### config.mk
export PLATFORM = sky130hd
export DESIGN_NAME = duty_ramp_flat
export DESIGN_NICKNAME = d
export VERILOG_FILES = /design/src/rtl/duty_ramp_if.sv /design/src/rtl/duty_ramp.sv /design/src/flat_wrapper.sv
export SDC_FILE = /design/constraint.sdc
export NUM_CORES = 1
export LEC_CHECK = 0
export CORE_ASPECT_RATIO = 1.5
export CORE_UTILIZATION = 58
export CTS_BUF_LIST = sky130_fd_sc_hd__clkbuf_2 sky130_fd_sc_hd__clkbuf_4 sky130_fd_sc_hd__clkbuf_8
export DETAILED_ROUTE_END_ITERATION = 8
export GPL_ROUTABILITY_DRIVEN = 0
export GPL_TIMING_DRIVEN = 0
export PLACE_DENSITY_LB_ADDON = 0.08
export SLEW_MARGIN = 20
export SYNTH_ARGS = -nofsm -noshare
export SYNTH_HDL_FRONTEND = slang
export SYNTH_SLANG_ARGS = --single-unit
### constraint.sdc
create_clock -name clk -period 6.55 [get_ports clk]
set_input_delay 1.31 -clock clk [delete_from_list [all_inputs] [get_ports clk]]
set_output_delay 1.31 -clock clk [all_outputs]
set_load 0.05 [all_outputs]
### src/rtl/duty_ramp_if.sv
// ============================================================================
//  Module      : duty_ramp_if
//  Description : Control/status bundle for the duty_ramp block. The master
//                side issues load/target/hold and observes duty/busy/done.
//  Revision    : 1.0 - initial release
// ============================================================================
`default_nettype none

interface duty_ramp_if;
    logic        load;
    logic [10:0] target;
    logic        hold;
    logic [10:0] duty;
    logic        busy;
    logic        done;

    modport master (
        output load,
        output target,
        output hold,
        input  duty,
        input  busy,
        input  done
    );

    modport slave (
        input  load,
        input  target,
        input  hold,
        output duty,
        output busy,
        output done
    );
endinterface

`default_nettype wire

### src/rtl/duty_ramp.sv
// ============================================================================
//  Module      : duty_ramp
//  Description : Ramps an 11-bit PWM duty value toward a latched target in
//                STEP increments, one step every PRESCALE clocks. Supports
//                retargeting at any time and a hold input that freezes it.
//                Optional macro DUTY_RAMP_LIMIT_EN clamps the latched
//                target to DUTY_LIMIT.
//  Revision    : 1.0 - initial release
// ============================================================================
`default_nettype none

module duty_ramp #(
    parameter int PRESCALE   = 512,     // clocks per duty step (2..4096)
    parameter int STEP       = 16,      // duty change per step (1..2047)
    parameter int DUTY_LIMIT = 11'h600  // target ceiling when limit enabled
) (
    input  wire logic  clk,
    input  wire logic  rst_n,
    duty_ramp_if.slave bus
);

    typedef enum logic [1:0] {
        S_IDLE = 2'd0,
        S_UP   = 2'd1,
        S_DOWN = 2'd2
    } state_t;

    localparam logic [11:0]        c_CNT_MAX = 12'(PRESCALE - 1);
    localparam logic [11:0]        c_STEP_U  = 12'(STEP);
    localparam logic signed [12:0] c_STEP_S  = 13'(STEP);

    state_t      state_q, state_d;
    logic [10:0] duty_q,  duty_d;
    logic [10:0] tgt_q,   tgt_d;
    logic [11:0] cnt_q,   cnt_d;
    logic        busy_q,  busy_d;
    logic        done_q,  done_d;

    // Target value as it would be latched on a load edge.
    logic [10:0] w_tgt_load;

`ifdef DUTY_RAMP_LIMIT_EN
    localparam logic [10:0] c_LIMIT = 11'(DUTY_LIMIT);
    assign w_tgt_load = (bus.target > c_LIMIT) ? c_LIMIT : bus.target;
`else
    // The ceiling is unused in this build; fold it into a sink signal.
    logic w_unused_limit;
    assign w_unused_limit = ^(11'(DUTY_LIMIT));
    assign w_tgt_load     = bus.target;
`endif

    // Up step at 12 bits so the sum cannot wrap, then clamp to the target.
    logic [11:0] w_up_sum;
    logic [10:0] w_up_next;
    assign w_up_sum  = {1'b0, duty_q} + c_STEP_U;
    assign w_up_next = (w_up_sum > {1'b0, tgt_q}) ? tgt_q : w_up_sum[10:0];

    // Down step signed so a negative result is caught and clamped.
    logic signed [12:0] w_dn_diff;
    logic [10:0]        w_dn_next;
    assign w_dn_diff = $signed({2'b00, duty_q}) - c_STEP_S;
    assign w_dn_next = (w_dn_diff < $signed({2'b00, tgt_q})) ? tgt_q : w_dn_diff[10:0];

    logic [10:0] w_step_next;
    assign w_step_next = (state_q == S_UP) ? w_up_next : w_dn_next;

    // Next-state logic: load has top priority, then hold, then stepping.
    always_comb begin
        state_d = state_q;
        duty_d  = duty_q;
        tgt_d   = tgt_q;
        cnt_d   = cnt_q;
        busy_d  = busy_q;
        done_d  = 1'b0;

        if (bus.load) begin
            tgt_d = w_tgt_load;
            cnt_d = 12'd0;
            if (w_tgt_load > duty_q) begin
                state_d = S_UP;
                busy_d  = 1'b1;
            end else if (w_tgt_load < duty_q) begin
                state_d = S_DOWN;
                busy_d  = 1'b1;
            end else begin
                state_d = S_IDLE;
                busy_d  = 1'b0;
                done_d  = 1'b1;
            end
        end else if (!bus.hold) begin
            case (state_q)
                S_UP, S_DOWN: begin
                    if (cnt_q == c_CNT_MAX) begin
                        cnt_d  = 12'd0;
                        duty_d = w_step_next;
                        if (w_step_next == tgt_q) begin
                            state_d = S_IDLE;
                            busy_d  = 1'b0;
                            done_d  = 1'b1;
                        end
                    end else begin
                        cnt_d = cnt_q + 12'd1;
                    end
                end
                default: begin
                    state_d = S_IDLE;
                    cnt_d   = 12'd0;
                    busy_d  = 1'b0;
                end
            endcase
        end
    end

    // State and output registers with asynchronous active-low reset.
    always_ff @(posedge clk or negedge rst_n) begin
        if (!rst_n) begin
            state_q <= S_IDLE;
            duty_q  <= 11'h000;
            tgt_q   <= 11'h000;
            cnt_q   <= 12'd0;
            busy_q  <= 1'b0;
            done_q  <= 1'b0;
        end else begin
            state_q <= state_d;
            duty_q  <= duty_d;
            tgt_q   <= tgt_d;
            cnt_q   <= cnt_d;
            busy_q  <= busy_d;
            done_q  <= done_d;
        end
    end

    assign bus.duty = duty_q;
    assign bus.busy = busy_q;
    assign bus.done = done_q;

endmodule

`default_nettype wire

### src/flat_wrapper.sv
// flat-port wrapper written by rule: the top's interface ports become plain ports
module duty_ramp_flat 
#(
    parameter int PRESCALE   = 512,                                      
    parameter int STEP       = 16,                                       
    parameter int DUTY_LIMIT = 11'h600                                      
)
  (clk, rst_n, bus_load, bus_target, bus_hold, bus_duty, bus_busy, bus_done);
  duty_ramp_if bus_i ();
  input  wire logic clk;
  input  wire logic rst_n;
  input wire logic [$bits(bus_i.load)-1:0] bus_load;
  input wire logic [$bits(bus_i.target)-1:0] bus_target;
  input wire logic [$bits(bus_i.hold)-1:0] bus_hold;
  output wire logic [$bits(bus_i.duty)-1:0] bus_duty;
  output wire logic [$bits(bus_i.busy)-1:0] bus_busy;
  output wire logic [$bits(bus_i.done)-1:0] bus_done;
  assign bus_i.load = bus_load;
  assign bus_i.target = bus_target;
  assign bus_i.hold = bus_hold;
  assign bus_duty = bus_i.duty;
  assign bus_busy = bus_i.busy;
  assign bus_done = bus_i.done;
  duty_ramp #(.PRESCALE(PRESCALE), .STEP(STEP), .DUTY_LIMIT(DUTY_LIMIT)) u_core (.clk(clk), .rst_n(rst_n), .bus(bus_i));
endmodule
==> metrics.yaml <==
global_route:
  grt_overflow_total: 0
  grt_pass1_wl_mm: 11.7
  antenna_found_initial: 0
  grt_util_all_layers: 0.292
  grt_pass1_vias: 2506
  grt_max_degree: 27
layout:
  layout-drive-gt1-share: 0.0902
  final_nets: 412
  syn2layout_area_growth_pct: 15.2
  n_antenna_cell: 0
synthesis:
  ys_types: 64
  synth_area_leaders: "dfrtp_1 31%, ha_1 13%, xnor2_1 6.6%, nor2_1 3.6%, o21ai_0 3.4%"
  synth_fp_nets: 377
  avgSynthCellArea_sq_um: 9.29
  ys_seq_elements: 38
  synth_edf_count: 0
  seq_area_frac_synth: 0.310
  async_reset_ff_frac: 1.00
  yosys_warnings: 0
  syn_inst: 330
  synth_area_leader_cell: "dfrtp_1"
  ys.flop_type: "dfrtp_1"
  synthesis.area_sq_mm: 0.00306
  synthDominantCellAreaShare: 0.310
power_and_ir_drop:
  finalPower_mw: 0.606
  ir_drop_v: 0.000143
  power.share.sequential: 0.432
  switchingPower_mw: 0.201
  p_leak_nw: 1.53
  comb_power_share: 0.289
  clockPowerShare: 0.279
  power_density_mw_per_mm2: 172
  switching_share: 0.331
  internal_power_mw: 0.405
timing:
  rsz0062_at_grt: "no"
  fin_crit_sh: 0.580
  fmax_mhz: 263
  fin_tns_setup_ps: 0
  fin_skew_ps: 12.7
  maxSlewHeadroom: 0.594
  tightest_slew_ps: 603
  post-route-min-period_ps: 3800
  setup_violations: 0
  hold_violations: 0
  slew_viol_final: 0
clocking:
  clk_pin_slew_worst_paths_ps: 70
  numCtsBuffers: 5
  cts_sinks: 38
  clock_latency_ps: 300
  root_buffer: "clkbuf_8"
  postCtsSetupBuffers: 0
  clk_path_buf_depth: 2
  cts_hold_buffers: 0
  htreeDepth: 2
  cts_tree: "yes"
  cts_resized: 0
run_status:
  status: "complete, no violations"
routing:
  vias: 2554
  wl_per_cell_um: 17.0
  dr.first_iter.drc_count: 158
  drcViolationCount: 0
  vias_per_cell: 5.88
  ant_nets: 0
  drt_pass1_iterations: 4
  routed_wirelength_mm: 7.38
floorplan:
  io-pin-count: 28
  die_y_um: 91.0
  coreArea_sq_mm: 0.00512
  initial_core_util: 0.598
  rows: 32
  die_area_sq_mm: 0.00558
  die_w_um: 61.3
critical_path:
  cp_num_buf_inv: 2
  cp_common_cell: "ha_1"
  cp_data_arrival_time_ps: 3980
  crit_cells: 13
  cp_slowest_stage_delay_ps: 510
  crit_path_cell_trace: "inv_1 -> ha_1 -> or3b_1 -> buf_6 -> xnor2_1 -> ha_1 -> o21ai_0 -> nor2_1 -> o41ai_1 -> a21o_1 -> o21ai_2 -> nor2_4 -> mux2_1"
  critical_path_class: "flop to flop"
  start_kind: "flop"
  critPathMaxFanout: 8
  worstSetupEndpointType: "flop"
  cp_top_family: "compound AO/OA/AOI/OAI gates"
  r2r_cells: 13
  critPathRequiredTime_ps: 6730
  cp_slowest_cell: "dfrtp_1"
place:
  portBuffers: 27
  place_hpwl_mm: 5.95
min_path:
  worstHoldPathCells: 2
  hold_path.class: "flop to flop"
flow_run:
  maxCapViolCount: 0
-- state kept, by name (all words and copies together), names as in the netlist --
name and flops:
u_core.bus.busy 1, u_core.cnt_q 12, u_core.bus.done 1, u_core.bus.duty 11, u_core.tgt_q 11, u_core.state_q 2
-- layout by cell type, fill, tap and decap left out, types with 8 or more instances in the layout --
cell type	count
xnor2_1	23
inv_1	23
xor2_1	8
nand2_1	25
nand3_1	12
nor2_1	29
ha_1	32
o21ai_0	21
dfrtp_1	38
a21oi_1	11
clkdlybuf4s50_1	26
-- stage by stage --
step / cell area, sq um / std cells / utilization / hold slack [ps] / worst slack [ps]
after global placement: 3420 / 425 / 0.667 / 527 / 2830
after detailed placement: 3430 / 426 / 0.670 / 526 / 2780
after CTS: 3530 / 434 / 0.689 / 548 / 2770
after global routing: 3530 / 434 / 0.689 / 587 / 2530
final: 3530 / 434 / 0.689 / 538 / 2750
after floorplan: 3060 / 330 / - / 506 / 3080
-- per-layer routing --
| metal | track usage | vias up | wire, um |
|---|---|---|---|
| li1 | - | 1260 | - |
| met1 | 0.324 | 1231 | 2960 |
| met2 | 0.513 | 45 | 4000 |
| met3 | 0.0413 | 18 | 168 |
| met4 | 0.150 | 0 | 250 |
| met5 | 0 | - | 0 |
-- worst reg2reg max path, cell delays in order, from the launching register on --
cell	delay [ps]
dfrtp_1	510
inv_1	220
ha_1	300
or3b_1	390
buf_6	150
xnor2_1	230
ha_1	300
o21ai_0	90
nor2_1	90
o41ai_1	340
a21o_1	330
o21ai_2	190
nor2_4	210
mux2_1	340
-- area by class of cell --
type / count / area, sq um
Multi-Input combinational cell: 257 / 1960
Fill cell: 455 / 1600
Buffer: 8 / 47.5
Tap cell: 68 / 85.1
Sequential cell: 38 / 951
Clock buffer: 6 / 82.6
Timing Repair Buffer: 28 / 285
Clock inverter: 2 / 12.5
Inverter: 27 / 101
-- synthesized netlist by cell type, drive strengths merged (3+ instances only) --
cell type / instances
a21o: 3
a21oi: 12
and3: 3
and4: 3
buf: 4
clkbuf: 4
dfrtp: 38
ha: 32
inv: 26
mux2i: 7
nand2: 25
nand2b: 3
nand3: 14
nand4: 7
nor2: 30
nor2b: 3
nor3: 9
nor4: 5
o211ai: 5
o21ai: 22
o22ai: 4
xnor2: 23
xnor3: 3
xor2: 9
-- path summary, 6_finish.rpt --
kind,start,to,slack [ps]
worst max-delay path,u_core.bus.duty[4],u_core.bus.duty[0],2750
worst min-delay path,u_core.cnt_q[11],u_core.cnt_q[11],540
worst max register to register,u_core.bus.duty[4],u_core.bus.duty[0],2750
worst min register to register,u_core.cnt_q[11],u_core.cnt_q[11],540
max in group asynchronous,rst_n,u_core.bus.duty[4],5190
min in group asynchronous,rst_n,u_core.bus.duty[10],900
-- logic make-up after synthesis --
| logic type | after synthesis | synth area share |
|---|---|---|
| AO/OA/AOI/OAI | 73 | 0.175 |
| XOR/XNOR | 35 | 0.116 |
| adder cells (fa/ha/maj) | 32 | 0.131 |
| buffers and inverters | 35 | 0.0486 |
| flip-flops | 38 | 0.310 |
| multiplexers | 9 | 0.0302 |
| AND/OR/NAND/NOR | 108 | 0.189 |
-- power groups by stage --
stage	sequential [mW]	combinational [mW]	clock (mW)
finish	0.262	0.175	0.169
global route	0.264	0.195	0.183
CTS	0.262	0.175	0.174
detailed placement	0.266	0.175	0
global placement	0.266	0.170	0
floorplan	0.273	0.112	0
Note: power is estimated with default switching activity, not from simulation.
